===== src/rtl/cpu_types_pkg.sv =====
// Shared CPU-side types for the instruction cache.
//   icachef_t      : fetch address view {tag, idx, bytoff} for the default 16-set cache
//   icache_frame_t : one cache frame {valid, tag, data}
//   icache_state_t : cache controller states
package cpu_types_pkg;

  localparam int unsigned ICACHE_SETS  = 16;
  localparam int unsigned ICACHE_IDX_W = $clog2(ICACHE_SETS);
  localparam int unsigned ICACHE_TAG_W = 30 - ICACHE_IDX_W;

  typedef struct packed {
    logic [ICACHE_TAG_W-1:0] tag;
    logic [ICACHE_IDX_W-1:0] idx;
    logic [1:0]              bytoff;
  } icachef_t;

  typedef struct packed {
    logic                    valid;
    logic [ICACHE_TAG_W-1:0] tag;
    logic [31:0]             data;
  } icache_frame_t;

  typedef enum logic {
    IDLE   = 1'b0,
    REFILL = 1'b1
  } icache_state_t;

endpackage


===== src/rtl/icache_frame_array.sv =====
// Frame storage for the direct-mapped instruction cache.
// Valid bits clear asynchronously on reset; tag and data carry no reset.
// Ports:
//   CLK, nRST             : clock, async active-low reset
//   rd_idx_i              : combinational read index
//   rd_valid_o/tag_o/data_o : frame contents at rd_idx_i
//   wr_en_i, wr_idx_i     : synchronous write strobe and index
//   wr_tag_i, wr_data_i   : tag and data written (valid is set on write)
module icache_frame_array #(
  parameter int unsigned NUM_SETS = 16,
  parameter int unsigned IDX_W    = 4,
  parameter int unsigned TAG_W    = 26,
  parameter int unsigned DATA_W   = 32
) (
  input  logic              CLK,
  input  logic              nRST,
  input  logic [IDX_W-1:0]  rd_idx_i,
  output logic              rd_valid_o,
  output logic [TAG_W-1:0]  rd_tag_o,
  output logic [DATA_W-1:0] rd_data_o,
  input  logic              wr_en_i,
  input  logic [IDX_W-1:0]  wr_idx_i,
  input  logic [TAG_W-1:0]  wr_tag_i,
  input  logic [DATA_W-1:0] wr_data_i
);

  logic [NUM_SETS-1:0] valid_q;
  logic [TAG_W-1:0]    tag_q  [NUM_SETS];
  logic [DATA_W-1:0]   data_q [NUM_SETS];

  always_ff @(posedge CLK or negedge nRST) begin
    if (!nRST) begin
      valid_q <= '0;
    end else if (wr_en_i) begin
      valid_q[wr_idx_i] <= 1'b1;
    end
  end

  always_ff @(posedge CLK) begin
    if (wr_en_i) begin
      tag_q[wr_idx_i]  <= wr_tag_i;
      data_q[wr_idx_i] <= wr_data_i;
    end
  end

  assign rd_valid_o = valid_q[rd_idx_i];
  assign rd_tag_o   = tag_q[rd_idx_i];
  assign rd_data_o  = data_q[rd_idx_i];

endmodule


===== src/rtl/icache_direct_mapped.sv =====
// Direct-mapped, read-only instruction cache between the fetch port and the
// memory controller. Hits return in the same cycle; a miss performs a
// single-word refill and the hit then appears through the normal hit path.
// Optional macro ICACHE_STATS_EN adds saturating hit_count / miss_count.
// Ports:
//   CLK, nRST            : clock, async active-low reset
//   imemREN, imemaddr    : fetch request and address ([1:0] ignored)
//   ihit, imemload       : fetch result (imemload is 0 when ihit=0)
//   iREN, iaddr          : memory read request and word-aligned address
//   iwait, iload         : memory busy and read data
//   hit_count, miss_count: statistics (ICACHE_STATS_EN only)
//
// state  | meaning
// IDLE   | serve hits; a miss latches the address and starts a refill
// REFILL | read memory for the latched address until iwait drops, then fill
module icache_direct_mapped
  import cpu_types_pkg::*;
#(
  parameter int unsigned NUM_SETS = ICACHE_SETS,
  parameter int unsigned WORD_W   = 32
) (
  input  logic              CLK,
  input  logic              nRST,
  input  logic              imemREN,
  input  logic [WORD_W-1:0] imemaddr,
  output logic              ihit,
  output logic [WORD_W-1:0] imemload,
  output logic              iREN,
  output logic [WORD_W-1:0] iaddr,
  input  logic              iwait,
  input  logic [WORD_W-1:0] iload
`ifdef ICACHE_STATS_EN
  ,
  output logic [31:0]       hit_count,
  output logic [31:0]       miss_count
`endif
);

  localparam int unsigned IDX_W = $clog2(NUM_SETS);
  localparam int unsigned TAG_W = WORD_W - 2 - IDX_W;

  icache_state_t     state_q, state_d;
  logic [WORD_W-1:2] miss_addr_q, miss_addr_d;

  logic              rd_valid;
  logic [TAG_W-1:0]  rd_tag;
  logic [WORD_W-1:0] rd_data;
  logic              hit;
  logic              miss_start;
  logic              fill;

  logic unused_byte_offset;
  assign unused_byte_offset = ^imemaddr[1:0];

  icache_frame_array #(
    .NUM_SETS (NUM_SETS),
    .IDX_W    (IDX_W),
    .TAG_W    (TAG_W),
    .DATA_W   (WORD_W)
  ) u_frames (
    .CLK        (CLK),
    .nRST       (nRST),
    .rd_idx_i   (imemaddr[IDX_W+1:2]),
    .rd_valid_o (rd_valid),
    .rd_tag_o   (rd_tag),
    .rd_data_o  (rd_data),
    .wr_en_i    (fill),
    .wr_idx_i   (miss_addr_q[IDX_W+1:2]),
    .wr_tag_i   (miss_addr_q[WORD_W-1:IDX_W+2]),
    .wr_data_i  (iload)
  );

  assign hit        = imemREN & rd_valid & (rd_tag == imemaddr[WORD_W-1:IDX_W+2]);
  assign miss_start = (state_q == IDLE) & imemREN & ~hit;
  assign fill       = (state_q == REFILL) & ~iwait;

  always_ff @(posedge CLK or negedge nRST) begin
    if (!nRST) begin
      state_q     <= IDLE;
      miss_addr_q <= '0;
    end else begin
      state_q     <= state_d;
      miss_addr_q <= miss_addr_d;
    end
  end

  always_comb begin
    state_d     = state_q;
    miss_addr_d = miss_addr_q;
    case (state_q)
      IDLE: begin
        if (miss_start) begin
          state_d     = REFILL;
          miss_addr_d = imemaddr[WORD_W-1:2];
        end
      end
      REFILL: begin
        // Completes for the latched address even if the fetch redirects or halts.
        if (!iwait) state_d = IDLE;
      end
      default: state_d = IDLE;
    endcase
  end

  always_comb begin
    ihit     = 1'b0;
    imemload = '0;
    iREN     = 1'b0;
    iaddr    = '0;
    case (state_q)
      IDLE: begin
        if (hit) begin
          ihit     = 1'b1;
          imemload = rd_data;
        end
      end
      REFILL: begin
        iREN  = 1'b1;
        iaddr = {miss_addr_q, 2'b00};
      end
      default: ;
    endcase
  end

`ifdef ICACHE_STATS_EN
  logic [31:0] hit_cnt_q, hit_cnt_d;
  logic [31:0] miss_cnt_q, miss_cnt_d;

  always_comb begin
    hit_cnt_d  = hit_cnt_q;
    miss_cnt_d = miss_cnt_q;
    if ((state_q == IDLE) && hit && (hit_cnt_q != '1)) hit_cnt_d = hit_cnt_q + 32'd1;
    if (miss_start && (miss_cnt_q != '1)) miss_cnt_d = miss_cnt_q + 32'd1;
  end

  always_ff @(posedge CLK or negedge nRST) begin
    if (!nRST) begin
      hit_cnt_q  <= '0;
      miss_cnt_q <= '0;
    end else begin
      hit_cnt_q  <= hit_cnt_d;
      miss_cnt_q <= miss_cnt_d;
    end
  end

  assign hit_count  = hit_cnt_q;
  assign miss_count = miss_cnt_q;
`endif

endmodule


===== config.mk =====
export PLATFORM = sky130hd
export DESIGN_NAME = icache_direct_mapped
export DESIGN_NICKNAME = d
export VERILOG_FILES = /design/src/rtl/cpu_types_pkg.sv /design/src/rtl/icache_frame_array.sv /design/src/rtl/icache_direct_mapped.sv
export SDC_FILE = /design/constraint.sdc
export NUM_CORES = 1
export LEC_CHECK = 0
export ABC_AREA = 0
export CORE_UTILIZATION = 33
export DETAILED_ROUTE_END_ITERATION = 10
export MAX_ROUTING_LAYER = met4
export PLACE_DENSITY = 0.59
export SLEW_MARGIN = 20
export SYNTH_ARGS = -nofsm -noshare
export SYNTH_HDL_FRONTEND = slang
export SYNTH_SLANG_ARGS = --single-unit

===== constraint.sdc =====
create_clock -name CLK -period 11.4 [get_ports CLK]
set_input_delay 2.85 -clock CLK [delete_from_list [all_inputs] [get_ports CLK]]
set_output_delay 2.85 -clock CLK [all_outputs]
set_load 0.03 [all_outputs]

==> metrics <==
Clock Tree Root clkbuf_16; Lkg Pwr 13.9 nW; # DRC 0; vias in the first global route 18400; Core ar. 114000 um^2; Clock Skews 0.0169 ns; WP data required 8.55 ns; storage element area 29000 um^2; Worst Setup Path Type in -> out; initial antenna violation count 11; met1 GRT Util 0.193; largest cells by area after synthesis edfxtp_1, mux4_2, dfrtp_1; R2R setup slack around 7.5 ns; TNS Setup 0 ns; post-route cell area around 44000 um^2; Least-Margin Pin Slew 1.16 ns; CP peak stage delay 0.69 ns; Max Cap Violations 0; routability congestion estimate 0.737; CP Capture Point imemload[0]; period utilization 0.886; H-tree level count 3; Starting Density 0.333; row count 124; cts repair resizes 0; I/O pin count 134; EDFF count, synth 928; final wirelength 88900 um; crit-path cells buf_6 > buf_4 > mux4_2 > mux2i_1 > o22ai_1 > xnor2_1 > nand4_1 > nor3_2 > and4_2 > buf_12 > and2_1 > clkdlybuf4s50_1; M3 GR Usage 0.0285; Fillers around 10000; Most Crowded Layer GR met2; Multi-input gate area 8580 um^2; Seq cells post-synth 975; post-DP HPWL 47500 um; CTS tree yes; CP startpoint imemaddr[3]; CTS Buf Count 91; Worst Setup End Kind output pin; yosys warns 0; Final Util 0.386; first-pass iteration count of the detailed router 5; main flop type after synthesis edfxtp_1; post-route ant nets 0; Post-CTS Setup Bufs 0; area delta synth->final 15.9%; CP max FO 61; Clk Latency, worst-skew pair 0.66 ns; CTS Buffer Depth 3; CTS Hold Bufs 0; Worst Path Buf+Inv 4; post-synthesis async set-or-reset flop share 0.0482; Cell Pwr Density 178 nW/um^2; worst r2r src u_frames.tag_q[6][3]; Final Hold Fails 0; top cells by count, synth edfxtp_1, mux4_2, mux2i_1, and2_1, dfrtp_1; status completed; Cell Area, Synth around 38000 um^2; Routed wire per std cell 25.8 um; syn_area_per_cell 22.9 um^2; Hold Path Class reg -> reg; CP delay by family, top buffers and inverters; crit path DAT 7.26 ns; DP Area 41200 um^2; Hold WS between 0.4 and 0.5 ns; most frequent cell after synthesis edfxtp_1; first-pass GRT wire length around 130000 um; I/O Buffers between 100 and 150; Max VDD drop roughly 110 uV; vias 17300; Synth top area share 0.732; R2R cell count 8; largest net degree at the start of global routing 103; RSZ-0062 raised after global routing false; met2 Use GR 0.265; clock sink count 975; library cells used by synthesis 53; reg2reg end miss_addr_q[31]; minimum clock period 10.11 ns; Critical Path Source Type input pin; die height 342 um; fmax 99.0 MHz; max-slew violations 0; DRT iter0 DRCs ~1600; Reg clk slew, reported paths 0.06 ns; post-synthesis instance total 1664; DIE WIDTH around 340 um; final setup violation count 0; CP max-delay cell clkdlybuf4s50_1; via/cell ratio 5.04; Worst slew margin 0.226; register area share after synthesis 0.763; overall routing resource usage 0.157; number of nets in the layout 1911; dominant cell type by area after synthesis edfxtp_1; GRT Residual Overflow 0; layout cells sized above 1 0.259; total die area 117000 um^2; Crit. path cell count 12
worst min-delay path by stage:
stage	from	to	slack [ns]	depth (start not counted)
after floorplan	u_frames.valid_q[11]	u_frames.valid_q[11]	0.43	1
after global placement	u_frames.valid_q[11]	u_frames.valid_q[11]	0.45	1
after detailed placement	u_frames.valid_q[6]	u_frames.valid_q[6]	0.45	1
after CTS	u_frames.valid_q[6]	u_frames.valid_q[6]	0.47	1
after global routing	u_frames.valid_q[7]	u_frames.valid_q[7]	0.48	1
final	u_frames.valid_q[2]	u_frames.valid_q[2]	0.47	1
logic make-up (layout without fill, tap and decap cells):
logic type | count (synthesis) | count (layout) | share of synthesized area
XOR/XNOR | 33 | 33 | 0.00759
other | 1 | 12 | 0.0000985
AND/OR/NAND/NOR | 153 | 153 | 0.0227
buffers and inverters | 92 | 347 | 0.0146
multiplexers | 360 | 360 | 0.181
AO/OA/AOI/OAI | 50 | 50 | 0.0113
flip-flops | 975 | 975 | 0.763
per-layer routing:
layer	vias to the layer above	wire (um)
li1	7329	-
met1	9499	36500
met2	417	46300
met3	102	4380
met4	0	1620
met5	-	0
area by class of cell:
cell class | count | share of cell area
Antenna cell | 10 | 0.000567
Tap cell | 1512 | 0.0429
Clock inverter | 41 | 0.00839
Timing Repair Buffer | 172 | 0.0375
Sequential cell | 975 | 0.658
Clock buffer | 129 | 0.0574
Inverter | 5 | 0.000454
Multi-Input combinational cell | 598 | 0.194
metrics by stage:
stage / instances / worst slack (ns) / total power [mW]
5_1_grt: 3442 / 1.12 / 8.10
4_1_cts: 3432 / 1.18 / 7.93
6_report: 3442 / 1.29 / 7.85
3_3_place_gp: 3262 / 1.29 / 4.95
3_5_place_dp: 3262 / 1.18 / 4.98
2_1_floorplan: 1665 / 3.02 / 4.69
state kept, by name, indices dropped and copies added (netlist names):
name,count
state_q,1
u_frames.data_q,512
u_frames.valid_q,16
miss_addr_q,30
u_frames.tag_q,416
placed cells by master, fill, tap and decap left out, types with 7 or more instances in the layout:
master           instances
mux2i_1                 73
edfxtp_1               928
nor2b_1                  9
dfrtp_1                 47
a221oi_1                10
mux2_2                   9
nand2_1                 16
nand2b_1                 7
diode_2                 10
buf_4                   39
xnor2_1                 20
clkdlybuf4s50_1        124
clkbuf_16               94
or2_2                   16
clkinv_2                14
nor2_4                  12
mux4_2                 249
nor2_1                  11
mux2_4                  29
xor2_1                  13
and2_1                  65
clkbuf_1                30
clkinv_1                17
power by group:
part	internal [mW]	switching, mW	leakage (nW)
sequential	4.14	0.140	8.91
combinational	0.273	0.329	3.60
clock	1.69	1.28	1.42
total	6.11	1.75	13.9
(Power assumes the default switching activity.)
